<file path="src/rtl/stkr_pkg.sv">
// stkr_pkg: shared states, drive codes and default timing for the stacker speed path
package stkr_pkg;

  typedef enum logic [2:0] {S_IDLE, S_GAP, S_LOW, S_HIGH, S_BRAKE, S_FAULT} state_t;

  localparam logic [3:0] DRV_STOP = 4'b1101;
  localparam logic [3:0] DRV_LOW  = 4'b0111;
  localparam logic [3:0] DRV_HIGH = 4'b1011;
  localparam logic [3:0] DRV_NONE = 4'b1111;

  localparam int unsigned DEF_START_DLY  = 64;
  localparam int unsigned DEF_GAP        = 2;
  localparam int unsigned DEF_SPINUP_MAX = 4096;
  localparam int unsigned DEF_COAST      = 256;

  function automatic int unsigned max4(input int unsigned a, input int unsigned b,
                                       input int unsigned c, input int unsigned d);
    int unsigned m;
    m = a;
    m = (b > m) ? b : m;
    m = (c > m) ? c : m;
    m = (d > m) ? d : m;
    return m;
  endfunction

endpackage

</file>
<file path="src/rtl/stkr_drive.sv">
// stkr_drive: pairs the sequencer with the rate limiter it drives
module stkr_drive
  import stkr_pkg::*;
#(
  parameter int unsigned START_DLY  = DEF_START_DLY,
  parameter int unsigned GAP        = DEF_GAP,
  parameter int unsigned SPINUP_MAX = DEF_SPINUP_MAX,
  parameter int unsigned COAST      = DEF_COAST
) (
  input  logic i_clk,
  input  logic i_reset,
  input  logic i_run,
  output logic o_ready,
  output logic o_busy,
  output logic o_fault
);

  logic ls1, ls2, hs, stopped, atspeed;

  stkr_seq #(
    .START_DLY (START_DLY),
    .GAP       (GAP),
    .SPINUP_MAX(SPINUP_MAX),
    .COAST     (COAST)
  ) u_seq (
    .i_clk    (i_clk),
    .i_reset  (i_reset),
    .i_run    (i_run),
    .i_atspeed(atspeed),
    .o_ls1    (ls1),
    .o_ls2    (ls2),
    .o_hs     (hs),
    .o_stopped(stopped),
    .o_ready  (o_ready),
    .o_busy   (o_busy),
    .o_fault  (o_fault)
  );

  stkr_rate u_rate (
    .i_clk    (i_clk),
    .i_reset  (i_reset),
    .i_ls1    (ls1),
    .i_ls2    (ls2),
    .i_hs     (hs),
    .i_stopped(stopped),
    .o_atspeed(atspeed)
  );

endmodule

</file>
<file path="src/rtl/stkr_rate.sv">
// stkr_rate: stacker rate limiter; charge ramps toward the selected speed level
module stkr_rate #(
  parameter int unsigned W      = 8,
  parameter int unsigned LOW_LV = 64,
  parameter int unsigned THRESH = 200
) (
  input  logic i_clk,
  input  logic i_reset,
  input  logic i_ls1,
  input  logic i_ls2,
  input  logic i_hs,
  input  logic i_stopped,
  output logic o_atspeed
);

  logic [W-1:0] charge_q, charge_d;
  logic         at_q, low;

  assign low = !i_ls1 && !i_ls2;

  // High speed charges to full, low speed settles at LOW_LV, stop discharges, no drive holds.
  always_comb begin
    charge_d = (!i_hs && charge_q != '1)               ? charge_q + 1'b1 :
               (low && charge_q < W'(LOW_LV))          ? charge_q + 1'b1 :
               (low && charge_q > W'(LOW_LV))          ? charge_q - 1'b1 :
               (!i_stopped && !low && charge_q != '0)  ? charge_q - 1'b1 : charge_q;
  end

  // Charge register and at-speed comparator.
  always_ff @(posedge i_clk) begin
    if (i_reset) begin
      charge_q <= '0;
      at_q     <= 1'b0;
    end else begin
      charge_q <= charge_d;
      at_q     <= (charge_d >= W'(THRESH));
    end
  end

  assign o_atspeed = at_q;

endmodule

</file>
<file path="src/rtl/stkr_seq.sv">
// stkr_seq: break-before-make stacker drive sequencer with spin-up supervision
module stkr_seq
  import stkr_pkg::*;
#(
  parameter int unsigned START_DLY  = DEF_START_DLY,
  parameter int unsigned GAP        = DEF_GAP,
  parameter int unsigned SPINUP_MAX = DEF_SPINUP_MAX,
  parameter int unsigned COAST      = DEF_COAST
) (
  input  logic i_clk,
  input  logic i_reset,
  input  logic i_run,
  input  logic i_atspeed,
  output logic o_ls1,
  output logic o_ls2,
  output logic o_hs,
  output logic o_stopped,
  output logic o_ready,
  output logic o_busy,
  output logic o_fault
);

  localparam int unsigned CW = $clog2(max4(START_DLY, GAP, SPINUP_MAX, COAST) + 1);
  // Timers hold N-1 so that the N-th counted cycle is the one that sees zero.
  localparam logic [CW-1:0] L_START = CW'(START_DLY - 1);
  localparam logic [CW-1:0] L_GAP   = CW'(GAP - 1);
  localparam logic [CW-1:0] L_SPIN  = CW'(SPINUP_MAX - 1);
  localparam logic [CW-1:0] L_COAST = CW'(COAST - 1);

  state_t        state_q, state_d, tgt_q, tgt_d;
  logic [CW-1:0] cnt_q, cnt_d;
  logic [2:0]    drv_q, drv_d;
  logic          seen_q, ready_q, busy_q, fault_q;
  logic          cnt_z;

  assign cnt_z = (cnt_q == '0);

  // Next state, pending target and shared down-counter.
  always_comb begin
    state_d = state_q;
    tgt_d   = tgt_q;
    cnt_d   = cnt_z ? cnt_q : cnt_q - 1'b1;
    case (state_q)
      S_IDLE: if (i_run) begin
        state_d = S_GAP;
        tgt_d   = S_LOW;
        cnt_d   = L_GAP;
      end
      S_GAP: begin
        if (!i_run && tgt_q != S_BRAKE) tgt_d = S_BRAKE;
        if (cnt_z) begin
          state_d = tgt_d;
          cnt_d   = (tgt_d == S_LOW) ? L_START : (tgt_d == S_HIGH) ? L_SPIN : L_COAST;
        end
      end
      S_LOW: if (!i_run || cnt_z) begin
        state_d = S_GAP;
        tgt_d   = i_run ? S_HIGH : S_BRAKE;
        cnt_d   = L_GAP;
      end
      S_HIGH: if (!i_run) begin
        state_d = S_GAP;
        tgt_d   = S_BRAKE;
        cnt_d   = L_GAP;
      end else if (i_atspeed) cnt_d = L_SPIN;
      else if (cnt_z) state_d = S_FAULT;
      S_BRAKE: if (i_atspeed) cnt_d = L_COAST;
      else if (cnt_z) state_d = S_IDLE;
      default: ;
    endcase
  end

  // Drive code decoded from the next state so outputs change on the transition edge.
  always_comb begin
    drv_d = (state_d == S_LOW)  ? DRV_LOW[3:1]  :
            (state_d == S_HIGH) ? DRV_HIGH[3:1] :
            (state_d == S_GAP)  ? DRV_NONE[3:1] : DRV_STOP[3:1];
  end

  // State, counter and registered outputs.
  always_ff @(posedge i_clk) begin
    if (i_reset) begin
      state_q <= S_IDLE;
      tgt_q   <= S_IDLE;
      cnt_q   <= '0;
      drv_q   <= DRV_STOP[3:1];
      seen_q  <= 1'b0;
      ready_q <= 1'b0;
      busy_q  <= 1'b0;
      fault_q <= 1'b0;
    end else begin
      state_q <= state_d;
      tgt_q   <= tgt_d;
      cnt_q   <= cnt_d;
      drv_q   <= drv_d;
      seen_q  <= (state_q == S_HIGH) && i_atspeed;
      ready_q <= (state_d == S_HIGH) && seen_q;
      busy_q  <= (state_d != S_IDLE);
      fault_q <= (state_d == S_FAULT);
    end
  end

  assign o_ls1     = drv_q[2];
  assign o_ls2     = drv_q[2];
  assign o_hs      = drv_q[1];
  assign o_stopped = drv_q[0];
  assign o_ready   = ready_q;
  assign o_busy    = busy_q;
  assign o_fault   = fault_q;

endmodule

</file>
<file path="config.mk">
export PLATFORM = sky130hd
export DESIGN_NAME = stkr_drive
export DESIGN_NICKNAME = d
export VERILOG_FILES = /design/src/rtl/stkr_pkg.sv /design/src/rtl/stkr_drive.sv /design/src/rtl/stkr_rate.sv /design/src/rtl/stkr_seq.sv
export SDC_FILE = /design/constraint.sdc
export NUM_CORES = 1
export LEC_CHECK = 0
export BUFFER_PORTS_ARGS = -buffer_cell sky130_fd_sc_hd__buf_2
export CAP_MARGIN = 20
export CORE_MARGIN = 2
export CORE_UTILIZATION = 60
export CTS_CLUSTER_DIAMETER = 50
export DETAILED_ROUTE_END_ITERATION = 6
export PLACE_DENSITY_LB_ADDON = 0.12
export RECOVER_POWER = 50
export SYNTH_ARGS = -nofsm -noshare
export SYNTH_HDL_FRONTEND = slang
export SYNTH_SLANG_ARGS = --single-unit
</file>
<file path="constraint.sdc">
create_clock -name i_clk -period 2.6 [get_ports i_clk]
set_input_delay 0.26 -clock i_clk [delete_from_list [all_inputs] [get_ports i_clk]]
set_output_delay 0.26 -clock i_clk [all_outputs]
set_load 0.02 [all_outputs]
</file>
==> results of run 1 <==
## registers in the layout, indices dropped and copies added (netlist names)
name,count
u_rate.o_atspeed,1
u_seq.o_fault,1
u_seq.cnt_q,13
u_seq.drv_q,3
u_seq.o_busy,1
u_seq.seen_q,1
u_rate.charge_q,8
u_seq.o_ready,1
u_seq.state_q,3
u_seq.tgt_q,3
## synthesized netlist by cell type, drive strengths merged, types with 2 or more instances
| cell | instances |
|---|---|
| and2 | 3 |
| ha | 6 |
| nand3b | 3 |
| inv | 10 |
| mux2 | 2 |
| nor3b | 3 |
| a31oi | 2 |
| xor2 | 6 |
| a21oi | 30 |
| nor4 | 6 |
| nand2b | 5 |
| o32a | 2 |
| a32o | 2 |
| a21boi | 3 |
| o32ai | 3 |
| a32oi | 2 |
| xnor2 | 6 |
| o31ai | 4 |
| clkbuf | 11 |
| nand3 | 10 |
| a221oi | 2 |
| a211oi | 3 |
| o21a | 4 |
| o21ai | 16 |
| and3 | 7 |
| nor3 | 19 |
| o211ai | 2 |
| nor2b | 8 |
| or3 | 4 |
| buf | 9 |
| nor2 | 32 |
| nand2 | 23 |
| dfxtp | 35 |
| o22ai | 3 |
## where the power goes
group / switching [W] / leakage [nW] / internal, W
Combinational: 0.00111 / 0.591 / 0.000893
Clock: 0.000205 / 0.0581 / 0.000285
Sequential: 0.000237 / 0.287 / 0.000711
## area by class of cell
class / count / share of cell area
tap: 48 / 0.0243
inverter: 10 / 0.0152
timing repair buffer: 15 / 0.0359
multi-input combinational: 235 / 0.596
clock buffer: 5 / 0.0278
clock inverter: 3 / 0.0177
sequential: 35 / 0.283
## per-stage QoR
| step | util | area (um2) | hold WS, ns | std cells | power [W] |
|---|---|---|---|---|---|
| 2_1_floorplan | - | 2310 | 0.341 | 300 | 0.00254 |
| 4_1_cts | 0.676 | 2490 | 0.337 | 351 | 0.00346 |
| 3_3_place_gp | 0.646 | 2380 | 0.466 | 343 | 0.00292 |
| 3_5_place_dp | 0.646 | 2380 | 0.455 | 343 | 0.00296 |
| 5_1_grt | 0.671 | 2480 | 0.375 | 351 | 0.00375 |
| 6_report | 0.671 | 2480 | 0.344 | 351 | 0.00344 |
## cells by family after synthesis
group                      count (synthesis)  share of synthesized area
muxes                                      3                     0.0141
adders and majority gates                  6                     0.0326
xor gates and xnor gates                  12                     0.0456
DFF                                       35                      0.304
and+or+nand+nor                          128                      0.301
AOI/OAI and AO/OA                         86                      0.250
buffers and inverters                     30                     0.0532
## layer usage
layer | global-route usage | vias to the layer above | wire length (um)
met2 | 0.433 | 62 | 2480
li1 | - | 1091 | -
met1 | 0.362 | 990 | 2470
met5 | 0 | - | 0
met4 | 0.0842 | 0 | 72
met3 | 0.0511 | 9 | 267
## worst paths after layout
check / start / end / slack (ns) / cells after the start
setup / recovery: u_rate.charge_q[1]$_SDFF_PP0_ / u_rate.o_atspeed$_SDFF_PP0_ / 0.32 / 7
hold / removal: i_reset / u_seq.state_q[2]$_SDFF_PP0_ / 0.34 / 2
setup reg to reg: u_rate.charge_q[1]$_SDFF_PP0_ / u_rate.o_atspeed$_SDFF_PP0_ / 0.32 / 7
hold reg to reg: u_seq.seen_q$_SDFF_PP0_ / u_seq.o_ready$_SDFF_PP0_ / 0.50 / 1
==> flow_metrics.py, run 1 <==
metrics = {
    "floorplanning": {
        "core_region_area_mm2": 0.00369,
        "die_y_um": 66.0,
        "floorplan.die_area_mm2": 0.00436,
        "floorplan.io_pins": 6,
        "floorplan.rows": 22,
        "die_width_um": 66.0,
        "initial_utilization": 0.625,
    },
    "synth": {
        "synthCells": 300,
        "ys.warnings.count": 0,
        "synth.yosys.seq_area_share": 0.304,
        "synth.top_cells.by_area": "sky130_fd_sc_hd__dfxtp_1, sky130_fd_sc_hd__a21oi_1, sky130_fd_sc_hd__nor2_1",
        "synth.ff_latch_count": 35,
        "synth_largest_type_area_fraction": 0.304,
        "mappedNetlistNets": 309,
        "syn_area_per_cell_um2": 7.69,
        "area_leader_netlist": "sky130_fd_sc_hd__dfxtp_1",
        "synthDistinctLibCells": 58,
        "ys_async_sr_fraction": 0,
        "postSynth.topFlopCell": "sky130_fd_sc_hd__dfxtp_1",
        "syn-cell-area_mm2": 0.00231,
        "synth-edff-count": 0,
    },
    "cells_and_area": {
        "area_of_the_multi_input_gates_mm2": 0.00148,
        "final-seq-area_um2": 701,
        "mostFrequentLayoutCells": "sky130_fd_sc_hd__dfxtp_1, sky130_fd_sc_hd__nor2_1, sky130_fd_sc_hd__a21oi_1, sky130_fd_sc_hd__nand2_1, sky130_fd_sc_hd__nor3_1",
        "layout_commonest_cell": "sky130_fd_sc_hd__dfxtp_1",
        "fillCellCount": 331,
        "fin_nets": 311,
        "layout-drive-gt1-share": 0.106,
        "antennaDiodeCount": 0,
        "syn2layout_area_growth_pct": 7.38,
    },
    "run_status": {
        "run_status": "completed",
    },
    "setup_path": {
        "worst-endpoint-required_ns": 2.78,
        "cpPeakStageDelay_ns": 0.41,
        "critPathBufInv": 0,
        "timing_worst_setup_path_type": "flop to flop",
        "crit_path_top_delay_cell": "sky130_fd_sc_hd__dfxtp_1",
        "setup.worst_path.start_class": "flop",
        "category_of_the_worst_setup_path_capture_point": "flop",
        "worstPathMaxFanout": 12,
        "critical-path-top-delay-family": "compound AO/OA/AOI/OAI gates",
        "worst-endpoint-arrival_ns": 2.46,
        "cp_cell_sequence": "ha_1 > nand3_1 > o21a_1 > or3_1 > o32ai_2 > xor2_1 > o311a_1",
    },
    "timing": {
        "timing.setup.tns_ns": 0,
        "finalClockSkew_ns": 0.0182,
        "rsz0062_at_grt": "no",
        "post-route-min-period_ns": 2.28,
        "layout_setup_ws_ns": 0.320,
        "slew_headroom": 0.579,
        "timing.final.setup_violations": 0,
        "max_freq_mhz": 439,
        "layout_worst_path_cycle_share": 0.877,
        "worst_pin_slew_ns": 0.626,
        "report.final.slew_viol_count": 0,
        "finalHoldViolations": 0,
    },
    "clock_network": {
        "htree_levels": 2,
        "cts_tree": "built",
        "post_cts_resize_count": 0,
        "clock_sinks": 35,
        "cts.root.buffer_cell": "sky130_fd_sc_hd__clkbuf_8",
        "clock_tree.buffer_depth": 2,
        "postCtsSetupBuffers": 0,
        "clk_pin_slew_ns": 0.07,
        "holdBufCountCts": 0,
        "insertion_delay_ns": 0.30,
        "cts_made_buffers": 5,
    },
    "detailed_routing": {
        "total_via_count_in_the_routed_design": 2152,
        "average_wire_per_cell_in_the_routed_design_um": 15.1,
        "post_drt_via_cell_ratio": 6.13,
        "drc_errors": 0,
        "dr.first_iter.drc_count": 190,
        "total_wire_length_after_detailed_routing_um": 5290,
        "number_of_routed_nets_with_antenna_violations": 0,
        "drt_pass1_iterations": 4,
    },
    "global_routing": {
        "grt_max_degree": 32,
        "grt_first_pass_wirelength_um": 9110,
        "antenna_found_initial": 0,
        "gr-usage-all-layers": 0.268,
        "grt.overflow.total": 0,
        "vias_in_the_first_global_route": 1963,
    },
    "place": {
        "io_buffers": 5,
        "routabilityCongestion": 0.921,
        "place.detailed.hpwl_um": 3830,
        "dp_worst_setup_slack_ns": 0.351,
    },
    "pwr": {
        "power.density_cell_area_mw_per_mm2": 1390,
        "leakage_component_of_the_power_nw": 0.936,
        "vdd_ir_drop_max_uv": 1100,
    },
    "hold_path": {
        "holdCritPathClass": "input pin to flop",
    },
    "job": {
        "timing.max_cap.violations": 0,
    },
}
Note: power is estimated with default switching activity, not from simulation.
==> inputs of run 2 (changes only) <==
ABC_AREA = 1   (was unset)
==> flow_metrics.py, run 2 <==
metrics = {
    "detailed_routing": {
        "post_drt_via_cell_ratio": 5.36,
        "drc_errors": 0,
        "total_via_count_in_the_routed_design": 2410,
        "average_wire_per_cell_in_the_routed_design_um": 12.2,
        "dr.first_iter.drc_count": 93,
        "total_wire_length_after_detailed_routing_um": 5470,
        "drt_pass1_iterations": 4,
        "number_of_routed_nets_with_antenna_violations": 0,
    },
    "cells_and_area": {
        "area_of_the_multi_input_gates_mm2": 0.00157,
        "layout_commonest_cell": "sky130_fd_sc_hd__nand2_1",
        "fin_nets": 408,
        "largest-register": "u_seq.cnt_q",
        "mostFrequentLayoutCells": "sky130_fd_sc_hd__nand2_1, sky130_fd_sc_hd__inv_1, sky130_fd_sc_hd__dfxtp_1, sky130_fd_sc_hd__nor2_1, sky130_fd_sc_hd__nand3_1",
        "finish.utilization": 0.675,
        "design_area_mm2": 0.00274,
        "fillCellCount": 381,
        "final-seq-area_um2": 701,
        "largest_register_ff_count": 13,
        "layout-drive-gt1-share": 0.178,
        "antennaDiodeCount": 0,
        "layout_top_registers": "u_seq.cnt_q (13), u_rate.charge_q (8)",
        "syn2layout_area_growth_pct": 6.06,
    },
    "setup_path": {
        "category_of_the_worst_setup_path_capture_point": "flop",
        "setup.worst_path.start_class": "flop",
        "cp_cell_sequence": "inv_1 > ha_1 > inv_1 > nor3_4 > nand2_4 > nand2_1 > inv_1 > nor2_1 > nand2_1 > nor2_1 > nor2_1 > o21a_1",
        "crit_path_top_delay_cell": "sky130_fd_sc_hd__dfxtp_1",
        "worstPathMaxFanout": 22,
        "worst-endpoint-required_ns": 2.78,
        "cpPeakStageDelay_ns": 0.31,
        "worst-endpoint-arrival_ns": 2.27,
        "timing_worst_setup_path_type": "flop to flop",
    },
    "clock_network": {
        "clock_sinks": 35,
        "htree_levels": 2,
        "postCtsSetupBuffers": 0,
        "clk_pin_slew_ns": 0.08,
        "insertion_delay_ns": 0.29,
        "cts_made_buffers": 5,
        "cts_tree": "built",
        "cts.root.buffer_cell": "sky130_fd_sc_hd__clkbuf_8",
        "holdBufCountCts": 0,
        "clock_tree.buffer_depth": 2,
        "post_cts_resize_count": 0,
    },
    "floorplanning": {
        "initial_utilization": 0.636,
        "die_y_um": 69.6,
        "floorplan.die_area_mm2": 0.00484,
        "die_width_um": 69.6,
        "core_region_area_mm2": 0.00406,
        "floorplan.io_pins": 6,
        "floorplan.rows": 23,
    },
    "global_routing": {
        "grt.overflow.total": 0,
        "grt_max_degree": 23,
        "vias_in_the_first_global_route": 2257,
        "antenna_found_initial": 0,
        "gr-usage-all-layers": 0.246,
        "grt_first_pass_wirelength_um": 9810,
    },
    "place": {
        "dpl_cell_area_mm2": 0.00262,
        "place.detailed.hpwl_um": 4180,
        "io_buffers": 5,
        "routabilityCongestion": 0.956,
    },
    "synth": {
        "synthCells": 394,
        "synth-edff-count": 0,
        "mappedNetlistNets": 403,
        "synth.top_cells.by_count": "sky130_fd_sc_hd__nand2_1, sky130_fd_sc_hd__inv_1, sky130_fd_sc_hd__dfxtp_1",
        "synth_most_common_cell": "sky130_fd_sc_hd__nand2_1",
        "synthDistinctLibCells": 39,
        "postSynth.topFlopCell": "sky130_fd_sc_hd__dfxtp_1",
        "syn-cell-area_mm2": 0.00258,
        "ys_async_sr_fraction": 0,
        "synth_largest_type_area_fraction": 0.271,
        "synth.yosys.seq_area_share": 0.271,
        "area_leader_netlist": "sky130_fd_sc_hd__dfxtp_1",
        "syn_area_per_cell_um2": 6.55,
        "ys.warnings.count": 0,
        "synth.top_cells.by_area": "sky130_fd_sc_hd__dfxtp_1, sky130_fd_sc_hd__nand2_1, sky130_fd_sc_hd__inv_1",
        "synth.ff_latch_count": 35,
    },
    "timing": {
        "finalClockSkew_ns": 0.00533,
        "post-route-min-period_ns": 2.09,
        "slew_headroom": 0.585,
        "timing.final.setup_violations": 0,
        "timing.setup.tns_ns": 0,
        "finalHoldViolations": 0,
        "worst_pin_slew_ns": 0.619,
        "max_freq_mhz": 478,
        "layout_worst_path_cycle_share": 0.805,
        "report.final.slew_viol_count": 0,
        "rsz0062_at_grt": "no",
    },
    "pwr": {
        "clock_power_share": 0.142,
        "net-switching-power_w": 0.00208,
        "power.density_cell_area_mw_per_mm2": 1510,
        "switching_share": 0.504,
        "comb_power_share": 0.637,
        "vdd_ir_drop_max_uv": 876,
        "cellInternalPower_w": 0.00204,
        "leakage_component_of_the_power_nw": 1.38,
        "pwr-share-seq": 0.221,
    },
    "hold_path": {
        "holdCritPathClass": "input pin to flop",
    },
    "run_status": {
        "run_status": "completed",
    },
    "job": {
        "timing.max_cap.violations": 0,
    },
}
==> run 2: cell types whose count changed in the layout (fill, tap and decap cells not counted), moves of 9 or more <==
cell                      change
sky130_fd_sc_hd__nand2_1     +76
sky130_fd_sc_hd__nand2_2     +13
sky130_fd_sc_hd__a21oi_1     -16
sky130_fd_sc_hd__nor3_1       -9
sky130_fd_sc_hd__o21ai_1      +9
sky130_fd_sc_hd__inv_1       +39
sky130_fd_sc_hd__nand4_1      +9
sky130_fd_sc_hd__inv_2       +14
sky130_fd_sc_hd__nand3_1     +18
==> run 2: metal layers <==
layer | vias up | wire length [um] | track usage
li1 | 1272 | - | -
met1 | 1078 | 2580 | 0.313
met2 | 52 | 2580 | 0.425
met3 | 8 | 245 | 0.0465
met4 | 0 | 63 | 0.0654
met5 | - | 0 | 0
==> run 2: power groups by stage <==
| stage | Combinational [W] | Clock (W) | Sequential (W) |
|---|---|---|---|
| 2_1_floorplan | 0.00230 | 0 | 0.000876 |
| 3_3_place_gp | 0.00257 | 0 | 0.000920 |
| 3_5_place_dp | 0.00261 | 0 | 0.000922 |
| 4_1_cts | 0.00264 | 0.000594 | 0.000910 |
| 5_1_grt | 0.00305 | 0.000615 | 0.000940 |
| 6_report | 0.00263 | 0.000584 | 0.000913 |
==> run 2: worst paths after layout <==
check | start | to | cells after the start | slack, ns
setup / recovery | u_seq.cnt_q[0]$_SDFF_PP0_ | u_seq.cnt_q[3]$_SDFF_PP0_ | 12 | 0.51
hold / removal | i_reset | u_rate.charge_q[4]$_SDFF_PP0_ | 2 | 0.32
setup reg to reg | u_seq.cnt_q[0]$_SDFF_PP0_ | u_seq.cnt_q[3]$_SDFF_PP0_ | 12 | 0.51
hold reg to reg | u_seq.seen_q$_SDFF_PP0_ | u_seq.o_ready$_SDFF_PP0_ | 2 | 0.42
==> run 2: metrics by stage <==
stage | hold slack [ns] | power, W | std cells | setup slack, ns
2_1_floorplan | 0.406 | 0.00318 | 394 | 0.760
3_3_place_gp | 0.432 | 0.00349 | 442 | 0.686
3_5_place_dp | 0.422 | 0.00354 | 442 | 0.586
4_1_cts | 0.313 | 0.00414 | 450 | 0.554
5_1_grt | 0.330 | 0.00460 | 450 | 0.284
6_report | 0.318 | 0.00412 | 450 | 0.506
==> run 2: cell families after synthesis <==
logic type	share of synthesized area
AO/OA/AOI/OAI	0.130
AND/OR/NAND/NOR	0.427
buffers and inverters	0.115
adder cells (fa/ha/maj)	0.0291
flip-flops	0.271
XOR/XNOR	0.0271
==> run 2: critical path, delay by kind of cell (launching register included) <==
family	cells	cell delay (ns)
AOI/OAI and AO/OA	1	0.16
adders and majority gates	1	0.16
buffers and inverters	3	0.26
DFF	1	0.31
and+or+nand+nor	7	1.10
==> run 2: layout make-up <==
class	count	area share
Clock buffer	5	0.0251
Inverter	65	0.0900
Sequential cell	35	0.256
Timing Repair Buffer	5	0.00777
Clock inverter	3	0.0247
Tap cell	50	0.0229
Multi-Input combinational cell	287	0.574
==> inputs of run 3 (changes only) <==
ABC_AREA = 0   (was 1)
clock period = 2.2 ns   (was 2.6 ns; I/O delays follow)
==> flow_metrics.py, run 3 (synthesized netlist as in run 1, its figures left out) <==
metrics = {
    "run_status": {
        "run_status": "completed",
    },
    "detailed_routing": {
        "total_via_count_in_the_routed_design": 2240,
        "post_drt_via_cell_ratio": 6.15,
        "drc_errors": 0,
        "number_of_routed_nets_with_antenna_violations": 0,
        "drt_pass1_iterations": 5,
        "dr.first_iter.drc_count": 156,
        "average_wire_per_cell_in_the_routed_design_um": 15.4,
        "total_wire_length_after_detailed_routing_um": 5610,
    },
    "job": {
        "timing.max_cap.violations": 0,
    },
    "global_routing": {
        "gr-usage-all-layers": 0.286,
        "grt_max_degree": 31,
        "vias_in_the_first_global_route": 1971,
        "grt.overflow.total": 0,
        "antenna_found_initial": 0,
        "grt_first_pass_wirelength_um": 9490,
    },
    "timing": {
        "rsz0062_at_grt": "no",
        "finalHoldViolations": 0,
        "max_freq_mhz": 473,
        "timing.final.setup_violations": 0,
        "layout_worst_path_cycle_share": 0.962,
        "timing.setup.tns_ns": 0,
        "finalClockSkew_ns": 0.00858,
        "post-route-min-period_ns": 2.12,
        "slew_headroom": 0.602,
        "report.final.slew_viol_count": 0,
        "worst_pin_slew_ns": 0.592,
    },
    "place": {
        "routabilityCongestion": 0.884,
        "io_buffers": 5,
        "dpl_cell_area_mm2": 0.00247,
        "place.detailed.hpwl_um": 4030,
    },
    "clock_network": {
        "insertion_delay_ns": 0.30,
        "holdBufCountCts": 0,
        "clock_tree.buffer_depth": 2,
        "clock_sinks": 35,
        "cts.root.buffer_cell": "sky130_fd_sc_hd__clkbuf_8",
        "htree_levels": 2,
        "clk_pin_slew_ns": 0.08,
        "cts_tree": "built",
        "cts_made_buffers": 5,
    },
    "cells_and_area": {
        "fillCellCount": 310,
        "design_area_mm2": 0.00259,
        "largest-register": "u_seq.cnt_q",
        "antennaDiodeCount": 0,
        "layout-drive-gt1-share": 0.161,
        "fin_nets": 324,
        "layout_top_registers": "u_seq.cnt_q (13), u_rate.charge_q (8)",
        "mostFrequentLayoutCells": "sky130_fd_sc_hd__dfxtp_1, sky130_fd_sc_hd__nor2_1, sky130_fd_sc_hd__a21oi_1, sky130_fd_sc_hd__nand2_1, sky130_fd_sc_hd__buf_4",
        "syn2layout_area_growth_pct": 12.4,
        "largest_register_ff_count": 13,
        "layout_commonest_cell": "sky130_fd_sc_hd__dfxtp_1",
    },
    "setup_path": {
        "crit_path_top_delay_cell": "sky130_fd_sc_hd__mux2_2",
        "worstPathMaxFanout": 6,
        "critPathBufInv": 2,
        "category_of_the_worst_setup_path_capture_point": "flop",
        "timing_worst_setup_path_type": "flop to flop",
        "setup.worst_path.start_class": "flop",
        "worst-endpoint-arrival_ns": 2.31,
        "worst-endpoint-required_ns": 2.39,
        "cp_cell_sequence": "inv_1 > ha_1 > inv_1 > a211oi_1 > a221oi_1 > a41oi_1 > mux2_2 > o311a_1",
        "cpPeakStageDelay_ns": 0.38,
        "critical-path-top-delay-family": "compound AO/OA/AOI/OAI gates",
        "cpMostUsedCell": "sky130_fd_sc_hd__inv_1",
    },
    "floorplanning": {
        "die_y_um": 66.0,
        "die_width_um": 66.0,
        "floorplan.die_area_mm2": 0.00436,
        "floorplan.io_pins": 6,
        "floorplan.rows": 22,
        "core_region_area_mm2": 0.00369,
        "initial_utilization": 0.625,
    },
    "pwr": {
        "leakage_component_of_the_power_nw": 0.994,
        "power.density_cell_area_mw_per_mm2": 1640,
        "vdd_ir_drop_max_uv": 1010,
    },
    "hold_path": {
        "holdCritPathClass": "input pin to flop",
    },
}
## run 3: cell types whose count changed in the layout (fill, tap and decap cells not counted), moves of 13 or more
cell | previous run | this run
sky130_fd_sc_hd__nand2_2 | 13 | 0
sky130_fd_sc_hd__nand3_1 | 28 | 10
sky130_fd_sc_hd__buf_4 | 0 | 20
sky130_fd_sc_hd__nand2_1 | 99 | 23
sky130_fd_sc_hd__inv_1 | 48 | 9
sky130_fd_sc_hd__a21oi_1 | 14 | 30
sky130_fd_sc_hd__inv_2 | 15 | 1
## run 3: layout make-up
type,instances,area [um2],area share
clock buffer,5,68.8,0.0266
clock inverter,3,15.0,0.00579
inverter,10,37.5,0.0145
multi-input combinational,235,1520,0.588
sequential,35,703,0.271
tap,48,60.1,0.0232
timing repair buffer,28,184,0.0710
## run 3: path summary, 6_finish.rpt
kind                                 startpoint                     endpoint  slack (ns)  cells after the start
setup reg to reg  u_rate.charge_q[0]$_SDFF_PP0_  u_rate.o_atspeed$_SDFF_PP0_        0.08                      8
hold reg to reg         u_seq.seen_q$_SDFF_PP0_     u_seq.o_ready$_SDFF_PP0_        0.49                      1
setup / recovery  u_rate.charge_q[0]$_SDFF_PP0_  u_rate.o_atspeed$_SDFF_PP0_        0.08                      8
hold / removal                          i_reset  u_seq.state_q[2]$_SDFF_PP0_        0.28                      2
## run 3: repair_timing
| item | in CTS | in global routing |
|---|---|---|
| buffers inserted | 0 | 1 |
| pin swaps | 0 | 5 |
| endpoints found under the hold margin | 0 | 0 |
| gates resized for setup | 1 | 8 |
| endpoints found under the setup margin | 1 | 9 |
| cloned | 0 | 0 |
## run 3: through the flow
step | power (W) | std cells | utilization | setup WS [ns] | hold WS (ns)
2_1_floorplan | 0.00300 | 300 | - | 0.0465 | 0.301
3_3_place_gp | 0.00359 | 355 | 0.670 | 0.0433 | 0.475
3_5_place_dp | 0.00363 | 355 | 0.670 | 0.00672 | 0.492
4_1_cts | 0.00411 | 363 | 0.693 | 0.0352 | 0.276
5_1_grt | 0.00460 | 364 | 0.703 | 0.00169 | 0.293
6_report | 0.00425 | 364 | 0.703 | 0.0845 | 0.276
## run 3: power breakdown
group          internal [W]  leakage, nW  switching (W)
clock network      0.000216       0.0477       0.000240
registers          0.000844        0.287       0.000304
logic               0.00128        0.658        0.00137
total               0.00234        0.994        0.00191
## run 3: layer usage
layer | GRT usage | vias up | part of all wire
li1 | - | 1121 | -
met1 | 0.375 | 1034 | 0.45
met2 | 0.465 | 78 | 0.47
met3 | 0.0596 | 7 | 0.063
met4 | 0.105 | 0 | 0.013
met5 | 0 | - | 0
